[src/rtl/sy_upcnt_ctrl.sv]
// sy_upcnt_ctrl: sequences one up-counter through clear, prescaled counting and terminal detect.
module sy_upcnt_ctrl #(
    parameter int WIDTH = 4,
    parameter int PRE_W = 4
) (
    input  logic             clk,
    input  logic             rst,
    input  logic             start,
    input  logic             stop,
    input  logic             pause,
    input  logic             periodic,
    input  logic [WIDTH-1:0] term,
    input  logic [PRE_W-1:0] prescale,
    input  logic [WIDTH-1:0] cnt_q,
    output logic             cnt_en,
    output logic             cnt_clr,
    output logic             busy,
    output logic             done,
    output logic [7:0]       periods
);
    typedef enum logic [1:0] {IDLE, CLEAR, RUN} state_t;
    state_t state;
    logic [WIDTH-1:0] term_l;
    logic [PRE_W-1:0] pre_l, pre_cnt;
    logic per_l, tick, last;
    // >= rather than == so an out-of-range counter value still terminates the period
    always_comb begin
        tick = state == RUN && !pause && pre_cnt == pre_l;
        last = tick && cnt_q >= term_l;
        cnt_en = tick && !last && !stop;
        cnt_clr = !stop && (state == CLEAR || (last && per_l));
    end
    assign busy = state != IDLE;
    always_ff @(posedge clk or negedge rst) begin
        if (!rst) begin
            state   <= IDLE;
            term_l  <= '0;
            pre_l   <= '0;
            per_l   <= 1'b0;
            pre_cnt <= '0;
            done    <= 1'b0;
            periods <= '0;
        end else begin
            done <= 1'b0;
            case (state)
                IDLE: if (start && !stop) begin
                    term_l  <= term;
                    pre_l   <= prescale;
                    per_l   <= periodic;
                    periods <= '0;
                    state   <= CLEAR;
                end
                CLEAR: begin
                    pre_cnt <= '0;
                    state   <= stop ? IDLE : RUN;
                end
                RUN: if (stop) state <= IDLE;
                else begin
                    if (!pause) pre_cnt <= tick ? '0 : pre_cnt + 1'b1;
                    if (last) begin
                        done <= 1'b1;
                        if (!per_l) state <= IDLE;
                        else if (periods != 8'hFF) periods <= periods + 8'd1;
                    end
                end
                default: state <= IDLE;
            endcase
        end
    end
endmodule
[config.mk]
export PLATFORM = sky130hd
export DESIGN_NAME = sy_upcnt_ctrl
export DESIGN_NICKNAME = d
export VERILOG_FILES = /design/src/rtl/sy_upcnt_ctrl.sv
export SDC_FILE = /design/constraint.sdc
export NUM_CORES = 1
export LEC_CHECK = 0
export CORE_MARGIN = 3
export CORE_UTILIZATION = 55
export CTS_BUF_LIST = sky130_fd_sc_hd__clkbuf_8
export CTS_CLUSTER_SIZE = 12
export DETAILED_ROUTE_END_ITERATION = 8
export PLACE_DENSITY_LB_ADDON = 0.2
export SYNTH_ARGS = -nofsm -noshare
export SYNTH_HDL_FRONTEND = slang
export SYNTH_SLANG_ARGS = --single-unit
[constraint.sdc]
create_clock -name clk -period 3.3 [get_ports clk]
set_clock_uncertainty 0.2 [all_clocks]
set_input_delay 0.66 -clock clk [delete_from_list [all_inputs] [get_ports clk]]
set_output_delay 0.66 -clock clk [all_outputs]
set_load 0.02 [all_outputs]
==> key figures, run 1 <==
Timing
  – Fin. max-slew vios: 0
  – TNS Setup: 0 ps
  – Worst-Margin Slew: 656 ps
  – Final period util: 96.4%
  – Post-layout min period: 3180 ps
  – Final setup violation count: 0
  – Worst Slack Setup Final: 119 ps
  – Fmax achieved: 0.314 GHz
  – Unrepaired setup endpoints after global routing: no
  – Post-Route Hold Slack: 308 ps
  – Worst rel slew slack: 56.1%
  – Final hold vios: 0

GRT
  – Met1 GRT Util: 25.1%
  – Global routing's busiest layer: met2
  – Vias in the first global route: 1,135
  – Met3 Use GR: 2.95%
  – Total congestion overflow: 0
  – Largest net degree at the start of global routing: 25
  – Met2 Use GR: 40.2%
  – GRT Total Usage: 21.7%
  – First-pass GRT wire length: 4710 microns
  – Initial antenna violation count: 0

Routing
  – Pre-antenna DRT Iters: 5
  – DR vias/cell: 5.67
  – DRC errors left: 0
  – Drt total wl: 2930 microns
  – ANT nets after route: 0
  – Via count: 1,163
  – Wirelength per Cell: 14.3 microns
  – DRT iter0 DRCs: 19

Critical path
  – CP delay by family, top: buffers and inverters
  – Slowest library cell on the worst path: clkdlybuf4s50_1
  – CP bufs+invs: 3
  – Element type at the critical path end: output port
  – Crit Reg-Reg Endpoint: periods[3]
  – Worst r2r src: periods[0]
  – Crit path DAT: 2320 ps
  – Worst R2R Path Depth: 7
  – Critical Path Max Stage Delay: 450 ps
  – Crit path launch type: input pin
  – Crit Path Category: in -> out
  – Reg2Reg Setup Slack: 1080 ps
  – CP dominant cell by count: a21oi_1
  – CP required: 2440 ps
  – Critical path, cell by cell: clkdlybuf4s50_1 -> inv_1 -> ha_1 -> nand2b_1 -> a21oi_1 -> o21ai_2 -> and2_1 -> nand2_1 -> a21oi_1 -> buf_2
  – Crit Path Max Fanout: 3

Placement
  – Port bufs: 29
  – Place WS: -420 ps
  – DP HPWL: 2160 microns
  – Gp weighted congestion: 0.776

Synthesis
  – Post-synth top flop: dfrtp_1
  – Synthesized flop and latch total: 24
  – Synth warnings: 0
  – Register area share after synthesis: 45.4%
  – Post-synth EDFFs: 0
  – Ranking of synthesized cells by area: dfrtp_1 (45%), o21ai_1 (7.6%), ha_1 (5.7%)
  – FFs w/ async S/R, synth: 100%
  – Mapped Cells: 140
  – Area of the mapped netlist: 0.00132 sq mm
  – Synth cell types: 34
  – Synth top area share: 45.4%
  – Top-count cell post-synth: dfrtp_1
  – Syn_area_per_cell: 9.45 sq um
  – Syn_nets: 164
  – Leading area contributor after synthesis: dfrtp_1
  – Commonest cells post-synth: dfrtp_1 (24), o21ai_1 (20), nand2_1 (17)

Clock network
  – CTS Buf Count: 3
  – Clk_lat worst skew: 260 ps
  – Max H-tree Level: 1
  – CTS tree: built
  – Clk slew on worst S/H paths: 80 ps
  – Clk root buf: clkbuf_8
  – Clock tree buffer depth: 2
  – Cts hold-fix bufs: 0
  – Clk sink count: 24

Power
  – PD cells: 394 mW/mm^2
  – Peak supply drop: 0.365 mV
  – Leakage: 0.000756 uW

Die
  – I/O Pins: 30
  – Initial Utilization: 58.7%
  – Core area: 0.00225 sq mm
  – Overall die width: 55.0 microns
  – Die area: 0.00303 sq mm
  – Die Ht: 55.0 microns
  – Num rows: 17

Layout
  – Antenna diodes: 0
  – Fillcell total: 168
  – Area Overhead vs Synth: 30.8%
  – Layout cells sized above 1: 11.3%
  – Final net count: 202

Worst hold path
  – Hold Path Class: reg -> reg
  – Hold Path Depth: 1
  – Worst hold endpoint: periods[7]
  – HP Start: periods[7]

Run
  – Max cap viols: 0

Outcome
  – Status: finished clean
## layer usage
layer / wire length, microns / part of all wire, %
met2: 1510 / 51
met5: 0 / 0
met3: 144 / 4.9
met1: 1270 / 43
met4: 12 / 0.41
## sequential cells by signal, summed over array words and instances (netlist names)
name / cells
periods: 8
pre_l: 4
state: 2
term_l: 4
done: 1
pre_cnt: 4
per_l: 1
## cell type report
class | count | area [sq um] | area share, %
clock buffers | 4 | 55.1 | 3.18
inverters | 7 | 26.3 | 1.52
multi-input cells | 105 | 673 | 38.9
flip-flops and latches | 24 | 601 | 34.7
well taps | 28 | 35.0 | 2.02
repair buffers | 37 | 340 | 19.7
## repair_timing
item	in CTS	in global routing
buffers inserted	0	0
endpoints found under the setup margin	2	2
gates resized for setup	6	4
## power breakdown
part / switching, uW / internal, uW
clock network: 85.7 / 106
registers: 20.8 / 322
logic: 75.1 / 71.6
## worst max path at each step
stage	slack, ps	from	cells past startpoint	to
floorplan	440	cnt_q[0]	9	cnt_clr
global placement	-390	cnt_q[0]	10	cnt_clr
detailed placement	-420	cnt_q[0]	10	cnt_clr
CTS	20	cnt_q[0]	10	cnt_clr
global route	6	cnt_q[0]	10	cnt_clr
finish	120	cnt_q[0]	10	cnt_clr
## cells in the final DEF, fill, tap and decap left out
master and n:
buf_2 1, o21ai_2 1, ha_1 6, buf_4 8, dfrtp_1 24, a32o_1 1, clkbuf_8 4, nor4_4 1
a31oi_1 1, a21o_1 2, xnor2_1 3, o21ai_1 20, xor2_1 1, nand2b_1 2, o21bai_1 1, a21boi_1 1
o31ai_2 2, inv_1 7, nor3_1 3, o31a_1 1, o31ai_1 1, clkdlybuf4s50_1 27, nor2b_1 2, nand4_1 2
nand2_4 1, nand2_1 17, nor3b_2 1, nor3b_1 1, nand3_1 7, nor2_1 10, or2_1 2, mux2_1 5
a21oi_1 7, and2_1 2, nor4b_1 1, clkbuf_2 1
## through the flow
step	cell area, sq um	instances	util, %	total power (uW)
2_1_floorplan	1320	140	-	431
3_3_place_gp	1680	201	74.6	481
3_5_place_dp	1680	201	74.6	490
4_1_cts	1740	205	77.2	690
5_1_grt	1730	205	76.7	721
6_report	1730	205	76.7	681
## logic make-up after synthesis
| logic type | count (synthesis) | share of synthesized area (%) |
|---|---|---|
| flip-flops | 24 | 45.4 |
| buffers and inverters | 11 | 3.97 |
| XOR/XNOR | 4 | 2.65 |
| adder cells (fa/ha/maj) | 6 | 5.68 |
| AND/OR/NAND/NOR | 52 | 20.8 |
| AO/OA/AOI/OAI | 38 | 17.2 |
| multiplexers | 5 | 4.26 |
No activity file was read; power rests on OpenSTA's default activity.
==> run 2: changes to the inputs <==
--- a/config.mk
+++ b/config.mk
@@ -6,11 +6,13 @@
 export NUM_CORES = 1
 export LEC_CHECK = 0
 export CORE_MARGIN = 3
-export CORE_UTILIZATION = 55
+export CORE_UTILIZATION = 51
 export CTS_BUF_LIST = sky130_fd_sc_hd__clkbuf_8
 export CTS_CLUSTER_SIZE = 12
 export DETAILED_ROUTE_END_ITERATION = 8
+export GPL_ROUTABILITY_DRIVEN = 1
 export PLACE_DENSITY_LB_ADDON = 0.2
+export SETUP_SLACK_MARGIN = 0.15
 export SYNTH_ARGS = -nofsm -noshare
 export SYNTH_HDL_FRONTEND = slang
 export SYNTH_SLANG_ARGS = --single-unit
==> constraint.sdc (replaced) <==
create_clock -name clk -period 3.28 [get_ports clk]
set_clock_uncertainty 0.2 [all_clocks]
set_input_delay 0.656 -clock clk [delete_from_list [all_inputs] [get_ports clk]]
set_output_delay 0.656 -clock clk [all_outputs]
set_load 0.02 [all_outputs]
==> run 2 against run 1 <==
Against the previous run: first-iteration DRC count is 130% higher; final cell count up 0.49%; sequential power is essentially flat; critical path depth decreased by 2; routed wire length up 5.8%; register-to-register slack better by 30 ps; hold slack gained 2.7 ps; combinational power increased by 12%; design area up 1.9%; non-clock buffer count is 1 higher; highest routed layer unchanged; sequential share of layout area shrank 0.64 points.
==> key figures, run 2 (synthesis gave the netlist of run 1 again) <==
Clock network
  – Clock tree buffer depth: 2 (unchanged)
  – CTS tree: built
  – Clk_lat worst skew: 260 ps (about the same)
  – CTS Buf Count: 3 (unchanged)
  – Max H-tree Level: 1 (unchanged)
  – Clk root buf: clkbuf_8
  – Clk slew on worst S/H paths: 80 ps (about the same)
  – Clk sink count: 24 (unchanged)

Layout
  – Register with the most flip-flops: periods
  – Commonest non-fill, non-tap cells in the layout: clkdlybuf4s50_1 (26), dfrtp_1 (24), o21ai_1 (20)
  – Commonest non-fill, non-tap cell in the layout: clkdlybuf4s50_1
  – Antenna diodes: 0 (unchanged)
  – Post-route cell area: 0.00176 sq mm (+1.9%)
  – Max reg flops: 8 (unchanged)
  – Final net count: 203 (+0.50%)
  – Layout cells sized above 1: 14.6% (+3.3 points)
  – Area Overhead vs Synth: 33.3%
  – Final cell count without fillers: 206 (+0.49%)

Routing
  – ANT nets after route: 0 (unchanged)
  – DR vias/cell: 5.86 (+3.3%)
  – Wirelength per Cell: 15.0 microns (+5.3%)
  – Via count: 1,207 (+3.8%)
  – DRT iter0 DRCs: 44 (+25)
  – Drt total wl: 3100 microns (+5.8%)
  – Pre-antenna DRT Iters: 4 (-1)
  – DRC errors left: 0 (unchanged)

Timing
  – Final period util: 90.4%
  – Post-layout min period: 2970 ps
  – TNS Setup: 0 ps (unchanged)
  – Fin. max-slew vios: 0 (unchanged)
  – Worst rel slew slack: 58.4% (+2.2 points)
  – Final setup violation count: 0 (unchanged)
  – Unrepaired setup endpoints after global routing: no
  – Worst-Margin Slew: 623 ps (-33.7 ps)
  – Fmax achieved: 0.337 GHz
  – Final hold vios: 0 (unchanged)

Power
  – Peak supply drop: 0.291 mV (-20%)
  – Psw: 196 uW (+7.7%)
  – Leakage: 0.000779 uW (+3.0%)
  – Net Sw Frac: 27.6% (+0.93 points)
  – Combinational share of power: 23.1% (+1.6 points)
  – PD cells: 402 mW/mm^2 (+2.2%)
  – Internal power: 513 uW (+2.8%)
  – Sequential power share: 48.6% (-1.7 points)
  – Clock share of power: 28.3% (about the same)

Die
  – Core area: 0.00234 sq mm (+3.8%)
  – Die Ht: 56.9 microns (+3.4%)
  – Overall die width: 56.9 microns (+3.4%)
  – I/O Pins: 30 (unchanged)
  – Num rows: 17 (unchanged)
  – Initial Utilization: 56.5% (-2.1 points)
  – Die area: 0.00324 sq mm (+7.0%)

Critical path
  – Crit path launch type: input pin
  – Crit path DAT: 2110 ps (-210 ps)
  – Element type at the critical path end: output port
  – CP required: 2420 ps (-20 ps)
  – Crit Path Category: in -> out
  – Worst r2r src: periods[0]
  – Crit Path Max Fanout: 3 (unchanged)
  – Worst Setup SP: cnt_q[1]

GRT
  – Largest net degree at the start of global routing: 25 (unchanged)
  – Total congestion overflow: 0 (unchanged)
  – First-pass GRT wire length: 4870 microns (+3.4%)
  – GRT Total Usage: 18.8% (-2.8 points)
  – Initial antenna violation count: 0 (unchanged)
  – Vias in the first global route: 1,190 (+4.8%)

Placement
  – Gp weighted congestion: 0.783 (+0.93%)
  – Port bufs: 29 (unchanged)
  – DP HPWL: 2310 microns (+6.7%)
  – Inst Count DP: 201 (unchanged)
  – DP Area: 0.00168 sq mm (unchanged)

Worst hold path
  – HP Start: term_l[0]
  – Hold Path Class: reg -> reg

Run
  – Max cap viols: 0 (unchanged)

Outcome
  – Status: finished clean
[run 2: final timing paths]
kind	cells past startpoint	slack [ps]	end
setup / recovery	8	310	cnt_clr
hold / removal	1	310	term_l[0]
setup reg to reg	7	1110	periods[2]
hold reg to reg	1	310	term_l[0]
max in group asynchronous	2	2100	term_l[0]
min in group asynchronous	2	550	pre_cnt[3]
[run 2: power groups by stage]
| stage | logic [uW] | clock network (uW) | registers [uW] |
|---|---|---|---|
| finish | 164 | 200 | 345 |
| CTS | 151 | 202 | 344 |
| floorplan | 90.2 | 0 | 344 |
| global route | 180 | 216 | 348 |
| global placement | 142 | 0 | 348 |
| detailed placement | 150 | 0 | 349 |
[run 2: cell type report]
cell class / count / area, sq um
multi-input combinational: 105 / 693
inverter: 7 / 26.3
sequential: 24 / 601
fill: 174 / 577
tap: 28 / 35.0
clock buffer: 4 / 55.1
timing repair buffer: 38 / 353
[run 2: layer usage]
metal	up-vias	part of all wire [%]	GRT usage (%)
li1	567	-	-
met1	582	41	22.3
met2	50	51	33.8
met3	8	6.8	3.22
met4	0	1.4	6.95
met5	-	0	0
[run 2: what timing repair did]
| item | in CTS | in global routing |
|---|---|---|
| endpoints found under the hold margin | 0 | 0 |
| hold buffers | 0 | 0 |
| gates resized for setup | 10 | 8 |
| pin swaps | 0 | 4 |
| setup endpoints to repair | 2 | 2 |
| buffers inserted | 0 | 1 |
[run 2: per-stage QoR]
stage,utilization (%),total power [uW],setup slack [ps],hold slack (ps)
5_1_grt,75.3,744,235,356
3_5_place_dp,71.9,499,-392,289
3_3_place_gp,71.9,490,-345,283
4_1_cts,73.8,697,121,308
6_report,75.3,709,313,310
2_1_floorplan,-,434,430,160
[run 2: critical path: stages]
cell	delay (ps)
clkdlybuf4s50_1	420
ha_1	310
a21oi_2	70
o21ai_2	160
and2_4	170
nand2_2	50
a21oi_2	120
buf_4	150
